[src/rtl/cache_arbiter_if.sv]
// Bundle of cache request/response and RAM port signals seen by cache_arbiter.
// slave = arbiter view; master = caches plus RAM model view.
interface cache_arbiter_if #(
   parameter int CPUS = 2
);
   logic [CPUS-1:0]       iREN;
   logic [CPUS-1:0][31:0] iaddr;
   logic [CPUS-1:0]       dREN;
   logic [CPUS-1:0]       dWEN;
   logic [CPUS-1:0][31:0] daddr;
   logic [CPUS-1:0][31:0] dstore;
   logic [CPUS-1:0]       iwait;
   logic [CPUS-1:0]       dwait;
   logic [CPUS-1:0][31:0] iload;
   logic [CPUS-1:0][31:0] dload;
   logic                  ramREN;
   logic                  ramWEN;
   logic [31:0]           ramaddr;
   logic [31:0]           ramstore;
   logic [31:0]           ramload;
   logic [1:0]            ramstate;

   modport slave (
      input  iREN, iaddr, dREN, dWEN, daddr, dstore, ramload, ramstate,
      output iwait, dwait, iload, dload, ramREN, ramWEN, ramaddr, ramstore
   );

   modport master (
      output iREN, iaddr, dREN, dWEN, daddr, dstore, ramload, ramstate,
      input  iwait, dwait, iload, dload, ramREN, ramWEN, ramaddr, ramstore
   );
endinterface

[src/rtl/cache_arbiter.sv]
// Round-robin arbiter sharing one RAM port between all icache/dcache ports; data beats instruction.
// Optional CACHE_ARB_AGE_EN promotes icache requests that lost AGE_LIMIT arbitrations in a row.
module cache_arbiter #(
   parameter int CPUS      = 2,
   parameter int AGE_LIMIT = 8
) (
   input  logic            CLK,
   input  logic            nRST,
   cache_arbiter_if.slave  bus
);

   localparam int         CW         = (CPUS > 1) ? $clog2(CPUS) : 1;
   localparam logic [1:0] RAM_ACCESS = 2'd2;

   typedef enum logic {IDLE, BUSY} state_t;

   if (CPUS < 1 || AGE_LIMIT < 1) begin : g_param_check
      $error("cache_arbiter: CPUS and AGE_LIMIT must be at least 1");
   end

   state_t          state_q, state_d;
   logic [CW-1:0]   gnt_cpu_q, gnt_cpu_d;
   logic            gnt_data_q, gnt_data_d;
   logic [CW-1:0]   ptr_q, ptr_d;

   logic [CPUS-1:0] d_req;
   logic [CW:0]     d_pick, i_pick;
   logic            win_found, win_data;
   logic [CW-1:0]   win_cpu;
   logic            req_live;

   assign d_req     = bus.dREN | bus.dWEN;
   assign bus.iload = {CPUS{bus.ramload}};
   assign bus.dload = {CPUS{bus.ramload}};

   // Returns {found, index} of the first set request at or after ptr, wrapping modulo CPUS.
   function automatic logic [CW:0] rr_pick(input logic [CPUS-1:0] req, input logic [CW-1:0] ptr);
      logic [CW:0] res;
      int          idx;
      res = '0;
      for (int k = CPUS - 1; k >= 0; k--) begin
         idx = int'(ptr) + k;
         if (idx >= CPUS) idx = idx - CPUS;
         if (req[CW'(idx)]) res = {1'b1, CW'(idx)};
      end
      return res;
   endfunction

`ifdef CACHE_ARB_AGE_EN
   localparam int AW = $clog2(AGE_LIMIT + 1);

   logic [AW-1:0]   age_q [CPUS];
   logic [AW-1:0]   age_d [CPUS];
   logic [CPUS-1:0] promoted;
   logic [CW:0]     p_pick;

   always_comb begin
      for (int i = 0; i < CPUS; i++) begin
         promoted[i] = bus.iREN[i] && (age_q[i] == AW'(AGE_LIMIT));
      end
   end
`endif

   always_comb begin
      d_pick    = rr_pick(d_req, ptr_q);
      i_pick    = rr_pick(bus.iREN, ptr_q);
      win_found = d_pick[CW] | i_pick[CW];
      win_data  = d_pick[CW];
      win_cpu   = d_pick[CW] ? d_pick[CW-1:0] : i_pick[CW-1:0];
`ifdef CACHE_ARB_AGE_EN
      p_pick = rr_pick(promoted, ptr_q);
      if (p_pick[CW]) begin
         win_data = 1'b0;
         win_cpu  = p_pick[CW-1:0];
      end
`endif
   end

`ifdef CACHE_ARB_AGE_EN
   // Counters saturate at AGE_LIMIT so a promoted request stays promoted until granted.
   always_comb begin
      for (int i = 0; i < CPUS; i++) begin
         age_d[i] = age_q[i];
         if (!bus.iREN[i]) begin
            age_d[i] = '0;
         end else if (state_q == IDLE && win_found) begin
            if (!win_data && win_cpu == CW'(i)) age_d[i] = '0;
            else if (age_q[i] != AW'(AGE_LIMIT)) age_d[i] = age_q[i] + 1'b1;
         end
      end
   end

   // NOTE: the age counters are a small register array, reset like any other state so
   // aging always restarts from zero after nRST.
   always_ff @(posedge CLK or negedge nRST) begin
      if (!nRST) begin
         for (int i = 0; i < CPUS; i++) age_q[i] <= '0;
      end else begin
         for (int i = 0; i < CPUS; i++) age_q[i] <= age_d[i];
      end
   end
`endif

   // NOTE: every signal written here gets a default first so no path leaves it unassigned
   // (which would infer a latch).
   always_comb begin
      state_d      = state_q;
      gnt_cpu_d    = gnt_cpu_q;
      gnt_data_d   = gnt_data_q;
      ptr_d        = ptr_q;
      req_live     = 1'b0;
      bus.iwait    = '1;
      bus.dwait    = '1;
      bus.ramREN   = 1'b0;
      bus.ramWEN   = 1'b0;
      bus.ramaddr  = '0;
      bus.ramstore = '0;

      unique case (state_q)
         IDLE: begin
            if (win_found) begin
               state_d    = BUSY;
               gnt_cpu_d  = win_cpu;
               gnt_data_d = win_data;
            end
         end
         BUSY: begin
            if (gnt_data_q) begin
               bus.ramREN   = bus.dREN[gnt_cpu_q];
               bus.ramWEN   = bus.dWEN[gnt_cpu_q];
               bus.ramaddr  = bus.daddr[gnt_cpu_q];
               bus.ramstore = bus.dstore[gnt_cpu_q];
               req_live     = d_req[gnt_cpu_q];
            end else begin
               bus.ramREN   = bus.iREN[gnt_cpu_q];
               bus.ramaddr  = bus.iaddr[gnt_cpu_q];
               req_live     = bus.iREN[gnt_cpu_q];
            end

            if (bus.ramstate == RAM_ACCESS) begin
               if (gnt_data_q) bus.dwait[gnt_cpu_q] = 1'b0;
               else            bus.iwait[gnt_cpu_q] = 1'b0;
               ptr_d   = (gnt_cpu_q == CW'(CPUS - 1)) ? '0 : gnt_cpu_q + 1'b1;
               state_d = IDLE;
            end else if (!req_live) begin
               // Abandoned before completion: pointer untouched, no wait bit released.
               state_d = IDLE;
            end
         end
         default: state_d = IDLE;
      endcase
   end

   // NOTE: sequential state uses non-blocking assignments so all registers update together.
   always_ff @(posedge CLK or negedge nRST) begin
      if (!nRST) begin
         state_q    <= IDLE;
         gnt_cpu_q  <= '0;
         gnt_data_q <= 1'b0;
         ptr_q      <= '0;
      end else begin
         state_q    <= state_d;
         gnt_cpu_q  <= gnt_cpu_d;
         gnt_data_q <= gnt_data_d;
         ptr_q      <= ptr_d;
      end
   end

endmodule

[src/flat_wrapper.sv]
// flat-port wrapper written by rule: the top's interface ports become plain ports
module cache_arbiter_flat 
#(
   parameter int CPUS      = 2,
   parameter int AGE_LIMIT = 8
)
  (CLK, nRST, bus_iREN, bus_iaddr, bus_dREN, bus_dWEN, bus_daddr, bus_dstore, bus_ramload, bus_ramstate, bus_iwait, bus_dwait, bus_iload, bus_dload, bus_ramREN, bus_ramWEN, bus_ramaddr, bus_ramstore);
  cache_arbiter_if #(.CPUS(CPUS)) bus_i ();
  input  logic CLK;
  input  logic nRST;
  input wire logic [$bits(bus_i.iREN)-1:0] bus_iREN;
  input wire logic [$bits(bus_i.iaddr)-1:0] bus_iaddr;
  input wire logic [$bits(bus_i.dREN)-1:0] bus_dREN;
  input wire logic [$bits(bus_i.dWEN)-1:0] bus_dWEN;
  input wire logic [$bits(bus_i.daddr)-1:0] bus_daddr;
  input wire logic [$bits(bus_i.dstore)-1:0] bus_dstore;
  input wire logic [$bits(bus_i.ramload)-1:0] bus_ramload;
  input wire logic [$bits(bus_i.ramstate)-1:0] bus_ramstate;
  output wire logic [$bits(bus_i.iwait)-1:0] bus_iwait;
  output wire logic [$bits(bus_i.dwait)-1:0] bus_dwait;
  output wire logic [$bits(bus_i.iload)-1:0] bus_iload;
  output wire logic [$bits(bus_i.dload)-1:0] bus_dload;
  output wire logic [$bits(bus_i.ramREN)-1:0] bus_ramREN;
  output wire logic [$bits(bus_i.ramWEN)-1:0] bus_ramWEN;
  output wire logic [$bits(bus_i.ramaddr)-1:0] bus_ramaddr;
  output wire logic [$bits(bus_i.ramstore)-1:0] bus_ramstore;
  assign bus_i.iREN = bus_iREN;
  assign bus_i.iaddr = bus_iaddr;
  assign bus_i.dREN = bus_dREN;
  assign bus_i.dWEN = bus_dWEN;
  assign bus_i.daddr = bus_daddr;
  assign bus_i.dstore = bus_dstore;
  assign bus_i.ramload = bus_ramload;
  assign bus_i.ramstate = bus_ramstate;
  assign bus_iwait = bus_i.iwait;
  assign bus_dwait = bus_i.dwait;
  assign bus_iload = bus_i.iload;
  assign bus_dload = bus_i.dload;
  assign bus_ramREN = bus_i.ramREN;
  assign bus_ramWEN = bus_i.ramWEN;
  assign bus_ramaddr = bus_i.ramaddr;
  assign bus_ramstore = bus_i.ramstore;
  cache_arbiter #(.CPUS(CPUS), .AGE_LIMIT(AGE_LIMIT)) u_core (.CLK(CLK), .nRST(nRST), .bus(bus_i));
endmodule
[config.mk]
export PLATFORM = sky130hd
export DESIGN_NAME = cache_arbiter_flat
export DESIGN_NICKNAME = d
export VERILOG_FILES = /design/src/rtl/cache_arbiter_if.sv /design/src/rtl/cache_arbiter.sv /design/src/flat_wrapper.sv
export SDC_FILE = /design/constraint.sdc
export NUM_CORES = 1
export LEC_CHECK = 0
export BUFFER_PORTS_ARGS = -buffer_cell sky130_fd_sc_hd__buf_2
export CAP_MARGIN = 20
export CELL_PAD_IN_SITES_DETAIL_PLACEMENT = 1
export CELL_PAD_IN_SITES_GLOBAL_PLACEMENT = 2
export CORE_AREA = 5 5 166 168
export CTS_CLUSTER_DIAMETER = 120
export DETAILED_ROUTE_END_ITERATION = 10
export DIE_AREA = 0 0 171 173
export PLACE_DENSITY = 0.8
export SYNTH_ARGS = -nofsm -noshare
export SYNTH_HDL_FRONTEND = slang
export SYNTH_SLANG_ARGS = --single-unit
[constraint.sdc]
create_clock -name CLK -period 1.73 [get_ports CLK]
set_clock_uncertainty 0.2 [all_clocks]
set_input_delay 0.0865 -clock CLK [delete_from_list [all_inputs] [get_ports CLK]]
set_output_delay 0.0865 -clock CLK [all_outputs]
set_load 0.05 [all_outputs]
==> results.ini <==
[logic_synthesis]
synth-edff-count=0
syn_avg_cell_area_um2=8.86
syn_area_um2=2730
synth_area_leaders=buf_4 36%, mux4_2 26%, mux2i_1 13%, and2_1 7.3%, nor2_1 5.1%
syn-num-nets=542
synth_top_area_cell=buf_4
yosysMostFrequentCell=buf_4
yosysSeqAreaShare_pct=3.67
synth_top_flop_cell=dfrtp_1
yosysTopAreaCellShare_pct=36.1
synth_common_cells=131 x buf_4, 37 x nor2_1, 35 x mux2i_1
netlist_instances=308
async_reset_ff_share_pct=100
ys_ff_latch=4
ys_warn_count=0
ys_types=24

[timing]
period_share_pct=118
finalSetupTns_ns=-14.99
max_slew.worst_pin.slew_ns=0.387
finalCriticalPeriod_ns=2.04
hold_violations=1
setup_viol=67
rsz0062_at_grt=yes
hold_ws_ns=-0.00330
max_slew_margin_pct=74.1
final.setup.worst_slack_ns=-0.315
drv_slew=0
fmax_mhz=489

[min_path]
hold_path_class=input port to register
holdPathStages=4
hold_start=bus_iREN[0]
worst_hold_path.endpoint=u_core.gnt_data_q$_DFFE_PN0P_

[layout]
drive_gt1_share_pct=89.3
register_area_um2=105
multiInputGateArea_um2=1730
nets=720
syn_to_final_growth_pct=78.2
fillCellCount=3059

[global_route]
grt_pass1_wl_mm=19.8
grt_pass1_vias=3389
grt_usage_pct=8.60
gr-total-overflow=0
grt_max_degree=35
antenna_found_initial=3

[floorplanning]
die_area_um2=29600
io_pins=432
start_util_pct=10.6
core-area_um2=25800
die-height_um=173
chipWidth_um=171
rows=59

[detailed_routing]
drc=0
wl_mm=13.9
wire_per_inst_um=17.0
ant_nets=0
first_pass_iters=4
drt_iter0_drc=36
viasPerCell=3.49
via_count=2869

[placement]
hpwl_mm=11.5
port_buffers=271
gp_congestion=0.779

[outcome]
status=finished, violations left
violations=negative hold slack, negative setup slack

[setup_path]
critPathRequiredTime_ns=1.44
crit_fanout=5
rr_startpoint=u_core.gnt_cpu_q$_DFFE_PN0P_
r2r_end=u_core.state_q$_DFF_PN0_
startpoint_type=register
critPathCaptureType=output port
rrSetupSlack_ns=0.04
arrival_ns=1.76
reg2reg_depth=6
crit_type=register to output port

[clock_tree]
clock-root-buffer=clkbuf_16
clk_path_buf_depth=2
cts_tree=yes
cts_buffers=3
worstSkewPairLatency_ns=0.23
numClockSinks=4
htree_levels=1
cts.clk_slew.worst_paths_ns=0.03

[power_and_ir_drop]
power_leakage_nw=2.30
power_density_nw_per_um2=1920
irDropWorstVdd_mv=0.835
p_total_mw=9.35

[job]
maxCapViolations=0

==> power by group <==
group | internal [mW] | leakage (nW) | switching, mW | total (mW)
Clock | 0.305 | 0.0382 | 0.0735 | 0.378
Combinational | 3.47 | 2.22 | 5.28 | 8.74
Sequential | 0.151 | 0.0445 | 0.0731 | 0.224
==> layout make-up <==
| type | count | share of cell area, % |
|---|---|---|
| well taps | 335 | 8.63 |
| flip-flops and latches | 4 | 2.16 |
| multi-input cells | 155 | 35.5 |
| clock buffers | 4 | 1.62 |
| diodes | 1 | 0.0515 |
| inverters | 1 | 0.0772 |
| repair buffers | 321 | 52.0 |
==> flip-flops by register name, indices dropped and copies added (netlist names) <==
| name | flops |
|---|---|
| u_core.gnt_cpu_q | 1 |
| u_core.state_q | 1 |
| u_core.ptr_q | 1 |
| u_core.gnt_data_q | 1 |
==> metal layers <==
layer / GRT usage [%] / wire (um) / vias to the layer above
met5: 0 / 21 / -
met4: 1.72 / 162 / 4
met3: 3.08 / 1680 / 15
met2: 17.5 / 7840 / 232
met1: 8.05 / 4220 / 1340
li1: - / - / 1278
==> worst max-delay path by stage <==
stage	from	end	slack, ns	depth (start not counted)
after global routing	u_core.gnt_cpu_q$_DFFE_PN0P_	bus_ramaddr[18]	-0.38	4
final	u_core.gnt_cpu_q$_DFFE_PN0P_	bus_ramaddr[19]	-0.31	4
after detailed placement	u_core.gnt_cpu_q$_DFFE_PN0P_	bus_ramaddr[28]	-0.13	4
after floorplan	u_core.gnt_cpu_q$_DFFE_PN0P_	bus_ramWEN	-0.12	5
after CTS	u_core.gnt_cpu_q$_DFFE_PN0P_	bus_ramaddr[18]	-0.34	4
after global placement	u_core.gnt_cpu_q$_DFFE_PN0P_	bus_ramaddr[28]	-0.12	4
==> cell usage in the layout (no fill, tap or decap), drive strengths merged, types with 4 or more instances in the layout <==
master / count
buf: 318
nor2: 37
mux2i: 35
mux4: 32
and2: 32
clkbuf: 6
nand2: 4
o21ai: 4
dfrtp: 4
==> timing repair <==
item	in CTS	in global routing
hold buffers	33	0
setup endpoints to repair	71	71
buffers inserted	1	0
resized for setup	115	18
endpoints found under the hold margin	132	0
pin swaps	0	0
==> per-stage QoR <==
stage | hold slack [ns] | util [%] | cell area [um2] | setup slack [ns] | std cells
floorplan | -0.409 | - | 2830 | -0.125 | 308
global placement | -0.302 | 14.5 | 3730 | -0.119 | 782
detailed placement | -0.302 | 14.5 | 3730 | -0.133 | 782
CTS | 0.00625 | 18.6 | 4800 | -0.342 | 820
global route | 0.0322 | 18.9 | 4860 | -0.378 | 821
finish | -0.00330 | 18.9 | 4860 | -0.315 | 821
==> worst max-delay path, stage by stage (launching register included) <==
cell     delay [ns]
dfrtp_4        0.47
buf_4          0.16
mux4_2         0.50
and2_2         0.20
buf_4          0.18
==> kinds of logic (layout without fill, tap and decap cells) <==
| kind of cell | count (synthesis) | in the layout | share of synthesized area, % |
|---|---|---|---|
| buf+inv | 149 | 326 | 40.4 |
| simple gates | 80 | 80 | 14.7 |
| mux | 68 | 68 | 39.7 |
| compound gates | 7 | 7 | 1.51 |
| flops | 4 | 4 | 3.67 |
| other cells | 0 | 1 | 0 |
(Power assumes the default switching activity.)
